--- src/rtl/prog_pulse_divider.sv ---
// Programmable divider for an asynchronous pulse stream: synchronises pulse_in,
// counts rising edges and emits a strobe or a 50% toggle every D_act edges.
module prog_pulse_divider #(
    parameter int WIDTH       = 16,
    parameter int SYNC_STAGES = 2,
    parameter int DEFAULT_DIV = 2,
    parameter int CNT_W       = 16
) (
    input  logic             clk,
    input  logic             rst_n,
    input  logic             pulse_in,
    input  logic             en,
    input  logic             mode,
    input  logic [WIDTH-1:0] div_value,
    input  logic             div_load,
    output logic             div_out,
    output logic             strobe_out,
    output logic             load_pending,
    output logic [CNT_W-1:0] event_count
);

    logic [SYNC_STAGES-1:0] sync_q;
    logic                   edge_q;
    logic [WIDTH-1:0]       cnt_q, cnt_d;
    logic [WIDTH-1:0]       div_q, div_d;
    logic [WIDTH-1:0]       pend_q, pend_d;
    logic                   pflag_q, pflag_d;
    logic                   tog_q, tog_d;
    logic                   strobe_q;
    logic                   div_out_q;
    logic [CNT_W-1:0]       ev_q, ev_d;

    logic                   rise;
    logic [WIDTH-1:0]       d_act;
    logic                   term;

    assign rise  = sync_q[SYNC_STAGES-1] & ~edge_q;
    // A stored divisor of zero behaves as divide-by-one.
    assign d_act = (div_q == '0) ? WIDTH'(1) : div_q;
    assign term  = en & rise & (cnt_q == (d_act - WIDTH'(1)));

    always_comb begin
        cnt_d   = cnt_q;
        div_d   = div_q;
        pend_d  = pend_q;
        pflag_d = pflag_q;
        if (!en) begin
            if (div_load) begin
                div_d   = div_value;
                cnt_d   = '0;
                pflag_d = 1'b0;
            end
        end else begin
            if (rise) begin
                cnt_d = term ? '0 : cnt_q + WIDTH'(1);
            end
            // New divisors only take over at a period boundary; a load on the
            // boundary itself wins over any older pending value.
            if (term) begin
                if (div_load) begin
                    div_d = div_value;
                end else if (pflag_q) begin
                    div_d = pend_q;
                end
                pflag_d = 1'b0;
            end else if (div_load) begin
                pend_d  = div_value;
                pflag_d = 1'b1;
            end
        end
        tog_d = tog_q ^ term;
        ev_d  = ev_q + {{(CNT_W-1){1'b0}}, term};
    end

    always_ff @(posedge clk) begin
        if (!rst_n) begin
            sync_q    <= '0;
            edge_q    <= 1'b0;
            cnt_q     <= '0;
            div_q     <= WIDTH'(DEFAULT_DIV);
            pend_q    <= '0;
            pflag_q   <= 1'b0;
            tog_q     <= 1'b0;
            strobe_q  <= 1'b0;
            div_out_q <= 1'b0;
            ev_q      <= '0;
        end else begin
            sync_q    <= {sync_q[SYNC_STAGES-2:0], pulse_in};
            edge_q    <= sync_q[SYNC_STAGES-1];
            cnt_q     <= cnt_d;
            div_q     <= div_d;
            pend_q    <= pend_d;
            pflag_q   <= pflag_d;
            tog_q     <= tog_d;
            strobe_q  <= term;
            // Toggle runs regardless of mode, so switching mode only picks a source.
            div_out_q <= mode ? tog_d : term;
            ev_q      <= ev_d;
        end
    end

    assign div_out      = div_out_q;
    assign strobe_out   = strobe_q;
    assign load_pending = pflag_q;
    assign event_count  = ev_q;

endmodule

--- config.mk ---
export PLATFORM = sky130hd
export DESIGN_NAME = prog_pulse_divider
export DESIGN_NICKNAME = d
export VERILOG_FILES = /design/src/rtl/prog_pulse_divider.sv
export SDC_FILE = /design/constraint.sdc
export NUM_CORES = 1
export LEC_CHECK = 0
export ABC_AREA = 0
export BUFFER_PORTS_ARGS = -buffer_cell sky130_fd_sc_hd__buf_2
export CORE_UTILIZATION = 63
export CTS_BUF_LIST = sky130_fd_sc_hd__clkbuf_4 sky130_fd_sc_hd__clkbuf_8 sky130_fd_sc_hd__clkbuf_16
export DETAILED_ROUTE_END_ITERATION = 10
export PLACE_DENSITY = 0.85
export SLEW_MARGIN = 25
export SYNTH_ARGS = -nofsm -noshare
export SYNTH_HDL_FRONTEND = slang
export SYNTH_SLANG_ARGS = --single-unit
--- constraint.sdc ---
create_clock -name clk -period 9.4 [get_ports clk]
set_input_delay 1.41 -clock clk [delete_from_list [all_inputs] [get_ports clk]]
set_output_delay 1.41 -clock clk [all_outputs]
set_load 0.005 [all_outputs]
**Yosys cells after proc, flatten, opt, wreduce, memory -nomap -nowiden**

Index checks and enable logic that the tools add are counted.

- Memories kept: 0
- Input bits: 22
- Word-level logic and storage cells: 45
- Bits in latches: 0
- Flip-flop bits (word level): 71
- Output and inout port bits: 19
- Memory bits (read-only): 0
- Bits in writable memories: 0

- $lt $le $gt $ge: 0
- Multiply operators: 0
- $add $sub $neg: 3
- Shift operators: 0
- Bitwise gates (word level): 6
- Mux-type cells: 15
- Divide/modulo/power cells: 0
- Reduce and logical (&&, ||, !) cells: 7
- Equality and inequality tests: 4

Operators by type and width:

| operator | count |
|---|---|
| two-way mux 16 bit | 10 |
| adder 16 x 1 -> 16 bit | 1 |
| adder 16 x 1 -> 16 bit (second input constant) | 1 |
| equality test 16 bit | 1 |
| logical NOT 16 bit | 1 |
| subtractor 16 x 1 -> 16 bit (second input constant) | 1 |
| AND reduction 3 bit | 2 |
| two-way mux 1 bit | 5 |
| != test 2 x 1 -> 1 bit (second input constant) | 2 |
| AND reduction 2 bit | 2 |
| nonzero test 2 bit | 2 |
| AND 1 bit | 3 |
| != test 3 bit (second input constant) | 1 |
| NOT 1 bit | 2 |
| bitwise XOR 1 bit | 1 |

**Depth between registers and ports, before layout**

- Word-level depth: 8
- Gate-level depth with buffers: 17

**Worst setup path after synthesis**

OpenSTA, ideal clock, no wires.

- Kind: register to register
- From: register div_q[12]
- To: register ev_q[10] (netlist: event_count[10])
- Cell stages (with the launch flop): 17
- Clock period less this slack: 3,761 ps
- Arrival time: 3,646 ps
- Buffers on the path: 1
- Slack: 5,639 ps
- Path through: dfxtp_1 -> nor4_1 -> a41oi_1 -> ha_1 -> or3b_2 -> or3_1 -> o31ai_1 -> nand3_1 -> nor4_1 -> o211a_1 -> ha_1 -> ha_1 -> and2_1 -> clkbuf_1 -> nand4_1 -> xnor2_1 -> and2_1

- Word-level cells in the longest chain between the ends: 6

RTL lines:

| item | RTL line | RTL |
|---|---|---|
| start, declared | 25 | `logic [WIDTH-1:0] div_q, div_d;` |
| start signal, assigned | 80 | `div_q <= WIDTH'(DEFAULT_DIV);` |
| start signal, assigned | 91 | `div_q <= div_d;` |
| logical NOT 16 bit | 39 | `assign d_act = (div_q == '0) ? WIDTH'(1) : div_q;` |
| two-way mux 16 bit * | 39 |  |
| subtractor 16 x 1 -> 16 bit * | 40 | `assign term = en & rise & (cnt_q == (d_act - WIDTH'(1)));` |
| equality test 16 bit * | 40 |  |
| AND 1 bit * | 40 |  |
| net term | 35 | `logic term;` |
| adder 16 x 1 -> 16 bit * | 72 | `ev_d = ev_q + {{(CNT_W-1){1'b0}}, term};` |
| end signal, assigned | 98 | `ev_q <= ev_d;` |
| end, declared | 31 | `logic [CNT_W-1:0] ev_q, ev_d;` |

Mark *: on every way through the listed nets, which the timed path passes. The rest lies on a longest branch.
A chain may end at the register's enable or synchronous reset.

**Worst setup path in the final report**

- From: register div_q[6]
- To: register cnt_q[2]

- Word-level cells in the longest chain between the ends: 8

RTL lines:

| item | RTL line | RTL |
|---|---|---|
| logical NOT 16 bit | 39 |  |
| two-way mux 16 bit * | 39 |  |
| subtractor 16 x 1 -> 16 bit * | 40 |  |
| equality test 16 bit * | 40 |  |
| AND 1 bit * | 40 |  |
| two-way mux 16 bit * | 55 | `cnt_d = term ? '0 : cnt_q + WIDTH'(1);` |
| two-way mux 16 bit * | 54 | `if (rise) begin` |
| two-way mux 16 bit * | 47 | `if (!en) begin` |
| end signal, assigned | 90 | `cnt_q <= cnt_d;` |
| end, declared | 24 | `logic [WIDTH-1:0] cnt_q, cnt_d;` |

Every way passes the cells marked *; elsewhere a longest branch is shown, timed or not. The select of a mux whose other input is x is not followed.

==> run metrics <==
vias per cell 5.82; Detail Route Antenna Nets 0; DPL Wire Length around 5.6 mm; post-layout min period about 4.2 ns; First-pass DRT Iterations 6; vias in the first global route approximately 2,900; Routed wire per std cell 14.5 µm; Cell Area, Synth 0.00386 mm²; all-layer global routing usage between 20% and 30%; grt ovf 0; Clk pwr share ~37%; CTS buffer count 9; final WL ~8 mm; Starting Density between 60% and 70%; Mapped Cells 443; type of the worst min-delay path reg -> reg; layout cells sized above 1 around 17%; Layout Cells excl Fill between 500 and 600; uppermost layer routed met4; Setup crit end kind flip-flop; #FFs+latches synth 71; P_int about 0.45 mW; Post-Syn Nets 469; cell area power density between 100 and 150 mW/mm²; Worst Tran Pin Value approximately 0.98 ns; post-route setup slack between 5 and 6 ns; peak supply drop approximately 110 µV; WP data required 9.60 ns; post-cts sizing count 0; count of cell types in the netlist 58; Sw Share 26.8%; DRC Markers 0; Die W ~80 µm; first-pass GRT wire length 13.0 mm; clk slew on worst S/H paths approximately 0.080 ns; CTS hold repair buffers 0; crit path max fanout 14; Final Hold Viols 0; share of the synthesized area in the top cell type 36.8%; Max-Cap Viols 0; initial antenna violation count 0; met1 wire length approximately 3.7 mm; largest net degree at the start of global routing roughly 90; Post-synth EDFFs 0; Setup WS pre-CTS 5.05 ns; Hold WS roughly 0.45 ns; Final Skew 0.0103 ns; via count between 3,000 and 4,000; Setup Buffers After CTS 0; synth warn 0; gpl congestion between 0.9 and 1; Post-synth top flop dfxtp_1; ys async rst share 0%; H-tree depth 3; Syn-to-layout area delta 10.2%; Nets approximately 500; # setup viols final 0; Ant. Diodes 0; clock root buffer clkbuf_8; commonest non-fill, non-tap cell in the layout nand2_1; most frequent cells in the layout 72 x nand2_1, 71 x dfxtp_1, 40 x buf_2, 35 x xnor2_1, 32 x mux2i_1; I/O Pins 41; Psw 0.166 mW; clock buffer depth 2; Comb pwr share between 10% and 20%; outcome finished, final reports clean; sequential share of power a little over 50%; TNS Setup 0 ns; CP arrival between 4 and 5 ns; # port buffers 40; clk sinks between 70 and 80; die area between 0.006 and 0.007 mm²; Max Fclk about 240 MHz; First DRT Iteration DRCs 230; RSZ-0062 raised after global routing no; startpoint types flip-flop; top post-synthesis cells by area dfxtp_1 37%, mux2i_1 8.3%, xnor2_1 7.9%; post-route clock period utilization 45.1%; final-report max-slew violation count 0; Setup CP Type reg -> reg; Slew headroom roughly 34%; syn avg cell area just under 9 µm²; post-synthesis sequential area ratio a little under two fifths; routed wl met3 319 µm; metal2 WL 3.80 mm; die span in y approximately 80 µm; placed cell count ~540; core area slightly below 0.006 mm²; post-synth top area cell dfxtp_1; num rows 28; TritonCTS clock tree done; leakage ~1.8 nW; clock latency on the worst-skew pair about 0.35 ns
==> area by class of cell <==
class	instances	area, µm²
clock buffer	12	159
inverter	6	22.5
tap	75	93.8
timing repair buffer	41	208
sequential	71	1420
fill	441	1670
clock inverter	4	30.0
multi-input combinational	342	2310
==> worst max-delay path, stage by stage (launching register included) <==
cell and delay (ns):
dfxtp_1 0.49, nor4_1 0.16, a41oi_1 0.30, ha_1 0.30, or3b_2 0.51, or3_1 0.33
o31ai_1 0.34, o21ai_0 0.21, nor4_2 0.46, o211ai_2 0.27, a21boi_2 0.60, nor4b_1 0.13
==> power groups by stage <==
stage | registers (mW) | logic (mW) | clock network (mW)
finish | 0.316 | 0.0728 | 0.230
global route | 0.317 | 0.0793 | 0.246
CTS | 0.316 | 0.0706 | 0.231
detailed placement | 0.323 | 0.0704 | 0
global placement | 0.322 | 0.0683 | 0
floorplan | 0.321 | 0.0552 | 0
==> layer usage <==
| metal | track usage, % | up-vias |
|---|---|---|
| li1 | - | 1599 |
| met1 | 32.2 | 1503 |
| met2 | 42.3 | 89 |
| met3 | 5.45 | 14 |
| met4 | 13.8 | 0 |
| met5 | 0 | - |
==> kinds of logic after synthesis <==
group,after synthesis,share of synthesized area [%]
AND/OR/NAND/NOR,199,27.3
flip-flops,71,36.8
AO/OA/AOI/OAI,63,12.6
XOR/XNOR,44,9.99
multiplexers,32,8.30
buffers and inverters,30,3.67
adder cells (fa/ha/maj),4,1.30
==> Yosys cell counts, drive strengths merged (6+ instances only) <==
cell type,instances
and3,23
nor2,28
and2,23
nand3,15
o21a,15
dfxtp,71
xor2,9
o21ai,6
nand2,72
clkbuf,18
buf,6
mux2i,32
xnor2,35
nor4,7
inv,6
a21oi,17
nand4,8
==> worst paths after layout <==
check                 start         to  slack [ns]  cells past startpoint
setup / recovery   div_q[6]   cnt_q[2]        5.16                     11
hold / removal    sync_q[0]  sync_q[1]        0.45                      1
setup reg to reg   div_q[6]   cnt_q[2]        5.16                     11
hold reg to reg   sync_q[0]  sync_q[1]        0.45                      1
==> state kept, by name (all words and copies together) (netlist names) <==
signal / count
cnt_q: 16
div_q: 16
event_count: 16
pend_q: 16
sync_q: 2
div_out: 1
edge_q: 1
load_pending: 1
strobe_out: 1
tog_q: 1
==> through the flow <==
stage	area [µm²]	power, mW	utilization [%]
after floorplan	3860	0.376	-
after global placement	4040	0.391	68.2
after detailed placement	4040	0.393	68.2
after CTS	4230	0.618	71.4
after global routing	4250	0.643	71.8
final	4250	0.619	71.8
No activity file was read; power rests on OpenSTA's default activity.
